## config.mk

```make
export PLATFORM = sky130hd
export DESIGN_NAME = inst_fetch_unit
export DESIGN_NICKNAME = d
export VERILOG_FILES = /design/src/rtl/inst_fetch_unit.sv
export SDC_FILE = /design/constraint.sdc
export NUM_CORES = 1
export LEC_CHECK = 0
export BUFFER_PORTS_ARGS = -buffer_cell sky130_fd_sc_hd__buf_4
export CORE_ASPECT_RATIO = 0.9
export CORE_MARGIN = 8
export CORE_UTILIZATION = 58
export DETAILED_ROUTE_END_ITERATION = 7
export HOLD_SLACK_MARGIN = 0.05
export PLACE_DENSITY = 0.94
export SLEW_MARGIN = 20
export SYNTH_ARGS = -nofsm -noshare
export SYNTH_HDL_FRONTEND = slang
export SYNTH_SLANG_ARGS = --single-unit
```

## constraint.sdc

```tcl
create_clock -name clk -period 5 [get_ports clk]
set_input_delay 0.5 -clock clk [delete_from_list [all_inputs] [get_ports clk]]
set_output_delay 0.5 -clock clk [all_outputs]
set_load 0.01 [all_outputs]
```

## src/rtl/inst_fetch_unit.sv

```systemverilog
// inst_fetch_unit: PC + req/ack instruction fetch feeding a 2-entry {pc, inst} buffer to decode.
// Define IF_BYPASS_EN to forward an ack straight to decode when the buffer is empty.
module inst_fetch_unit #(
    parameter int              PC_W     = 8,
    parameter logic [PC_W-1:0] RESET_PC = '0
) (
    input  logic            clk,
    input  logic            reset,
    output logic            imem_req,
    output logic [PC_W-1:0] imem_addr,
    input  logic            imem_ack,
    input  logic [7:0]      imem_data,
    output logic [7:0]      inst,
    output logic [PC_W-1:0] inst_pc,
    output logic            inst_valid,
    input  logic            stall,
    input  logic            flush,
    input  logic [PC_W-1:0] flush_pc,
    output logic            busy
);
    typedef enum logic {IDLE, REQ} state_t;
    state_t          state_q, state_d;
    logic [PC_W-1:0] fetch_pc_q, fetch_pc_d, addr_q, addr_d;
    logic [PC_W-1:0] pc0_q, pc0_d, pc1_q, pc1_d;
    logic [7:0]      inst0_q, inst0_d, inst1_q, inst1_d;
    logic [1:0]      count_q, count_d;
    logic            drop_q, drop_d;
    logic            ack, byp, push, buf_pop, slot;

    always_comb begin
        ack        = state_q == REQ && imem_ack;
`ifdef IF_BYPASS_EN
        byp        = ack && count_q == 2'd0 && !drop_q && !flush;
`else
        byp        = 1'b0;
`endif
        buf_pop    = count_q != 2'd0 && !stall && !flush;
        push       = ack && !drop_q && !flush && !(byp && !stall);
        count_d    = flush ? 2'd0 : count_q + 2'(push) - 2'(buf_pop);
        fetch_pc_d = flush ? flush_pc : (ack && !drop_q) ? fetch_pc_q + 1'b1 : fetch_pc_q;
        drop_d     = (flush && state_q == REQ && !imem_ack) ? 1'b1 : ack ? 1'b0 : drop_q;
        // An unacked request can't be retracted, so it keeps its address even across a flush
        state_d    = ((state_q == REQ && !ack) || count_d != 2'd2) ? REQ : IDLE;
        addr_d     = (state_q == REQ && !ack) ? addr_q : (state_d == REQ) ? fetch_pc_d : addr_q;
        slot       = count_q[1] | (count_q[0] & ~buf_pop);
        pc0_d      = (buf_pop && count_q == 2'd2) ? pc1_q : pc0_q;
        inst0_d    = (buf_pop && count_q == 2'd2) ? inst1_q : inst0_q;
        pc1_d      = pc1_q;
        inst1_d    = inst1_q;
        if (push && !slot) begin
            pc0_d   = fetch_pc_q;
            inst0_d = imem_data;
        end
        if (push && slot) begin
            pc1_d   = fetch_pc_q;
            inst1_d = imem_data;
        end
    end

    always_ff @(posedge clk) begin
        if (reset) begin
            state_q    <= IDLE;
            fetch_pc_q <= RESET_PC;
            addr_q     <= RESET_PC;
            count_q    <= 2'd0;
            drop_q     <= 1'b0;
            pc0_q      <= '0;
            pc1_q      <= '0;
            inst0_q    <= 8'h00;
            inst1_q    <= 8'h00;
        end else begin
            state_q    <= state_d;
            fetch_pc_q <= fetch_pc_d;
            addr_q     <= addr_d;
            count_q    <= count_d;
            drop_q     <= drop_d;
            pc0_q      <= pc0_d;
            pc1_q      <= pc1_d;
            inst0_q    <= inst0_d;
            inst1_q    <= inst1_d;
        end
    end

    assign imem_req   = state_q == REQ;
    assign busy       = state_q == REQ;
    assign imem_addr  = addr_q;
    assign inst_valid = count_q != 2'd0 || byp;
    assign inst       = byp ? imem_data : inst0_q;
    assign inst_pc    = byp ? addr_q : pc0_q;
endmodule

```

==> results of run 1 <==
## where the power goes
group	switching, µW	total [µW]	internal [µW]
logic	45.3	86.8	41.5
clock network	134	282	148
registers	15.2	444	429
## placed cells by master, fill, tap and decap left out, types with 2 or more instances in the layout
cell,netlist,layout
dfxtp_1,52,52
nor4_1,2,2
nand2_1,49,49
o31ai_1,4,4
inv_1,4,4
nor2b_1,2,2
nor3b_1,2,2
o31a_1,3,3
o41ai_1,4,4
nand3_1,4,4
nor3_1,12,12
o21a_1,2,2
nand3b_1,7,7
ha_1,3,3
mux2_2,2,2
a22oi_1,16,16
a21oi_1,35,35
nand2b_1,3,3
buf_4,2,47
mux2i_1,2,2
clkbuf_8,0,5
nor2_1,6,6
## logic make-up after synthesis
kind of cell | count (synthesis) | synth area share
AO/OA/AOI/OAI | 70 | 0.207
adder cells (fa/ha/maj) | 3 | 0.0167
multiplexers | 4 | 0.0189
buffers and inverters | 23 | 0.0578
flip-flops | 52 | 0.463
AND/OR/NAND/NOR | 96 | 0.223
XOR/XNOR | 2 | 0.0139
## path summary, 6_finish.rpt
kind              startpoint  depth (start not counted)            to
setup reg to reg        busy                          8  imem_addr[3]
hold / removal      imem_ack                          2        drop_q
setup / recovery        busy                          8  imem_addr[3]
hold reg to reg   inst1_q[1]                          2    inst1_q[1]
## per-stage QoR
stage | util | hold slack, ns
after global routing | 0.712 | 0.426
after global placement | 0.682 | 0.441
after detailed placement | 0.682 | 0.446
final | 0.712 | 0.417
after floorplan | - | 0.436
after CTS | 0.712 | 0.415
## final cells by class
type / count / area share
Clock buffer: 5 / 0.0259
Multi-Input combinational cell: 175 / 0.406
Sequential cell: 52 / 0.392
Clock inverter: 3 / 0.0160
Tap cell: 46 / 0.0217
Timing Repair Buffer: 47 / 0.133
Inverter: 4 / 0.00565
## sequential cells by signal, indices dropped and copies added, names as in the netlist
name and cells:
inst 8, count_q 2, imem_addr 8, inst_pc 8, fetch_pc_q 8, busy 1
inst1_q 8, pc1_q 8, drop_q 1
## critical path, cell delays in order, from the launching register on
cell,delay [ns]
dfxtp_1,0.50
and4bb_2,0.34
inv_1,0.06
ha_1,0.27
inv_1,0.04
ha_1,0.18
xnor3_1,0.40
o31ai_4,0.51
mux2_2,0.40
## metal layers
layer | vias up | global-route usage | routed length, µm | share of wire
li1 | 956 | - | - | -
met1 | 850 | 0.215 | 2240 | 0.45
met2 | 63 | 0.281 | 2310 | 0.46
met3 | 8 | 0.0418 | 391 | 0.078
met4 | 0 | 0.0875 | 79 | 0.016
met5 | - | 0 | 0 | 0
==> impl_metrics.toml, run 1 <==
[run_status]
outcome = "finished, final reports clean"

[detailed_routing]
vias = 1877
finalWirelength_um = 5020
remaining_drc_errors = 0
ant_nets = 0
viasPerCell = 5.65
avgRoutedWirePerCell_um = 15.1
drtIter0Drc = 150
firstDrtPassIters = 4

[global_routing]
antenna_found_initial = 0
grt_use_total = 0.175
grt_max_degree = 60
globalRoute.totalOverflow = 0
grt_pass1_vias = 1826
grt_pass1_wl_um = 8450

[placement]
hpwl_um = 3430
routabilityCongestion = 0.764
portBuffers = 47
place_ws_ns = 1.93
post_dp_cell_area_um2 = 2540
dp.cells = 324

[timing]
rsz0062_at_grt = "no"
finalCritPeriodShare = 0.562
maxSlewHeadroom = 0.312
hold_viol = 0
fmax_mhz = 356
fin_skew_ns = 0.00650
period_minus_slack_ns = 2.81
finalSetupViolations = 0
slew_violations = 0
max_slew.worst_pin.slew_ns = 1.03
fin_tns_setup_ns = 0
worst_slack_ns = 2.19

[layout]
finish.net_count = 309
syn2layout_area_growth_pct = 18.1
drive_above_1_share = 0.227
multi_input_area_um2 = 1080
fillCellCount = 298
area.sequential_um2 = 1040
final_area_um2 = 2660
fin_cells = 332
antennaDiodeCount = 0

[clock_network]
clk_latency_ns = 0.31
clk_path_buf_depth = 2
postCtsSetupRepairBufs = 0
clock_sinks = 52
cts_resized = 0
cts_hold_buf = 0
tritoncts = "done"
htreeDepth = 2
cts_root_buf = "clkbuf_8"
cts_made_buffers = 5
clk_pin_slew_ns = 0.09

[die]
coreArea_um2 = 3730
num_rows = 21
die_w_um = 81.7
start_util = 0.603
design.die.area_um2 = 6130
die_h_um = 75.1
pin_count = 48

[setup_path]
crit_type = "flip-flop to flip-flop"
critPathLaunchType = "flip-flop"
crit_required_ns = 5.20
cp.arrival_ns = 3.01
end_kind = "flip-flop"
path_max_fanout = 15
r2r_slack_ns = 2.19

[synth]
netlist_top_cells_area = "dfxtp_1 (46%), nand2_1 (8.2%), a21oi_1 (7.8%)"
ys_warn_count = 0
yosys.area.top_type_share = 0.463
syn_inst = 250
async_flop_share = 0
yosys.cell_count.top_type = "dfxtp_1"
synthTopCellsByCount = "dfxtp_1 (52), nand2_1 (49), a21oi_1 (35), a22oi_1 (16), nor3_1 (12)"
synth.avg_cell_area_um2 = 9.00
synth_cell_type_count = 41
synth_fp_nets = 274
synth-main-ff-cell = "dfxtp_1"
yosysSeqAreaShare = 0.463
synth_edf_count = 0
synth_top_area_cell = "dfxtp_1"
ys_seq_elements = 52
synth_area_um2 = 2250

[pwr]
p_per_area_nw_per_um2 = 306
leakage_uw = 0.000984
ir_worst_vdd_mv = 0.181
power.total_uw = 813

[hold_path]
hp-class = "input pin to flip-flop"

[run]
maxCapViolCount = 0
No activity file was read; power rests on OpenSTA's default activity.
==> run 2, diff against run 1 <==
--- a/config.mk
+++ b/config.mk
@@ -8,10 +8,10 @@
 export BUFFER_PORTS_ARGS = -buffer_cell sky130_fd_sc_hd__buf_4
 export CORE_ASPECT_RATIO = 0.9
 export CORE_MARGIN = 8
-export CORE_UTILIZATION = 58
+export CORE_UTILIZATION = 53
 export DETAILED_ROUTE_END_ITERATION = 7
 export HOLD_SLACK_MARGIN = 0.05
-export PLACE_DENSITY = 0.94
+export PLACE_DENSITY = 0.88
 export SLEW_MARGIN = 20
 export SYNTH_ARGS = -nofsm -noshare
 export SYNTH_HDL_FRONTEND = slang
==> constraint.sdc (replaced) <==
create_clock -name clk -period 2.7 [get_ports clk]
set_input_delay 0.27 -clock clk [delete_from_list [all_inputs] [get_ports clk]]
set_output_delay 0.27 -clock clk [all_outputs]
set_load 0.01 [all_outputs]
==> impl_metrics.toml, run 2 (synthesis gave the netlist of run 1 again) <==
[run_status]
outcome = "finished, final reports clean"

[clock_network]
htreeDepth = 2
clock_sinks = 52
cts_made_buffers = 5
cts_root_buf = "clkbuf_8"
clk_latency_ns = 0.31
tritoncts = "done"
cts_resized = 0
cts_hold_buf = 0
clk_pin_slew_ns = 0.09
postCtsSetupRepairBufs = 0
clk_path_buf_depth = 2

[die]
start_util = 0.552
pin_count = 48
die_h_um = 77.8
coreArea_um2 = 4070
num_rows = 22
die_w_um = 84.7
design.die.area_um2 = 6590

[timing]
timing.hold.ws_ns = 0.178
fmax_mhz = 411
worst_slack_ns = 0.265
period_minus_slack_ns = 2.44
hold_viol = 0
fin_tns_setup_ns = 0
max_slew.worst_pin.slew_ns = 0.627
maxSlewHeadroom = 0.582
finalSetupViolations = 0
rsz0062_at_grt = "no"
fin_skew_ns = 0.0104
finalCritPeriodShare = 0.902
slew_violations = 0

[setup_path]
critPathLaunchType = "flip-flop"
path_max_fanout = 14
crit_required_ns = 2.89
cp.arrival_ns = 2.63
reg2reg_to = "imem_addr[2]"
r2r_start = "count_q[0]"
crit_type = "flip-flop to flip-flop"
worstSetupEndpoint = "imem_addr[2]"
end_kind = "flip-flop"
startpoint = "count_q[0]"
r2r_cells = 10
r2r_slack_ns = 0.26

[detailed_routing]
firstDrtPassIters = 4
finalWirelength_um = 4910
avgRoutedWirePerCell_um = 14.5
remaining_drc_errors = 0
viasPerCell = 5.56
drtIter0Drc = 94
vias = 1886
ant_nets = 0

[pwr]
p_per_area_nw_per_um2 = 559
ir_worst_vdd_mv = 0.324
leakage_uw = 0.00101

[layout]
syn2layout_area_growth_pct = 19.7
antennaDiodeCount = 0
mostFrequentLayoutCells = "dfxtp_1 (52), buf_4 (52), nand2_1 (49), a21oi_1 (35), a22oi_1 (16)"
final_area_um2 = 2690
fin_cells = 339
finish.net_count = 314
drive_above_1_share = 0.237

[placement]
portBuffers = 47
routabilityCongestion = 0.766
place_ws_ns = 0.266
dp.cells = 331
hpwl_um = 3430
post_dp_cell_area_um2 = 2580

[global_routing]
grt_max_degree = 60
grt_pass1_wl_um = 8440
globalRoute.totalOverflow = 0
grt_pass1_vias = 1832
antenna_found_initial = 0
grt_use_total = 0.153

[hold_path]
hp-class = "input pin to flip-flop"
whs_path_depth = 2

[run]
maxCapViolCount = 0
## run 2: cell types whose count changed in the layout (fill, tap and decap cells not counted)
| cell | before | now |
|---|---|---|
| buf_4 | 47 | 52 |
| clkbuf_1 | 0 | 1 |
| clkinvlp_4 | 1 | 0 |
## run 2: area by class of cell
class / instances / area, µm²
Sequential cell: 52 / 1040
Clock buffer: 6 / 72.6
Tap cell: 48 / 60.1
Clock inverter: 2 / 35.0
Fill cell: 347 / 1380
Timing Repair Buffer: 52 / 390
Inverter: 4 / 15.0
Multi-Input combinational cell: 175 / 1080
## run 2: worst min-delay path by stage
stage / from / end / slack (ns)
floorplan: imem_ack / drop_q / 0.37
global placement: inst1_q[3] / inst1_q[3] / 0.44
detailed placement: pc1_q[3] / pc1_q[3] / 0.45
CTS: imem_ack / drop_q / 0.17
global route: imem_ack / drop_q / 0.18
finish: imem_ack / drop_q / 0.18
## run 2: critical path, stage by stage (launching register included)
cell      delay (ns)
dfxtp_1         0.36
or2_2           0.29
nor3b_1         0.14
ha_1            0.28
inv_1           0.03
ha_1            0.18
xnor3_1         0.40
o31ai_4         0.22
buf_4           0.24
nand3b_1        0.09
o41ai_1         0.08
## run 2: where the power goes
group	switching, µW	internal (µW)
registers	25.4	794
clock network	244	275
logic	85.8	80.1
## run 2: metal layers
layer	wire length, µm	GRT usage	vias up
li1	-	-	963
met1	2290	0.188	862
met2	2190	0.242	55
met3	382	0.0526	6
met4	45	0.0586	0
met5	0	0	-
## run 2: through the flow
stage / power, µW / util
floorplan: 933 / -
global placement: 999 / 0.635
detailed placement: 1000 / 0.635
CTS: 1510 / 0.661
global route: 1570 / 0.661
finish: 1500 / 0.661
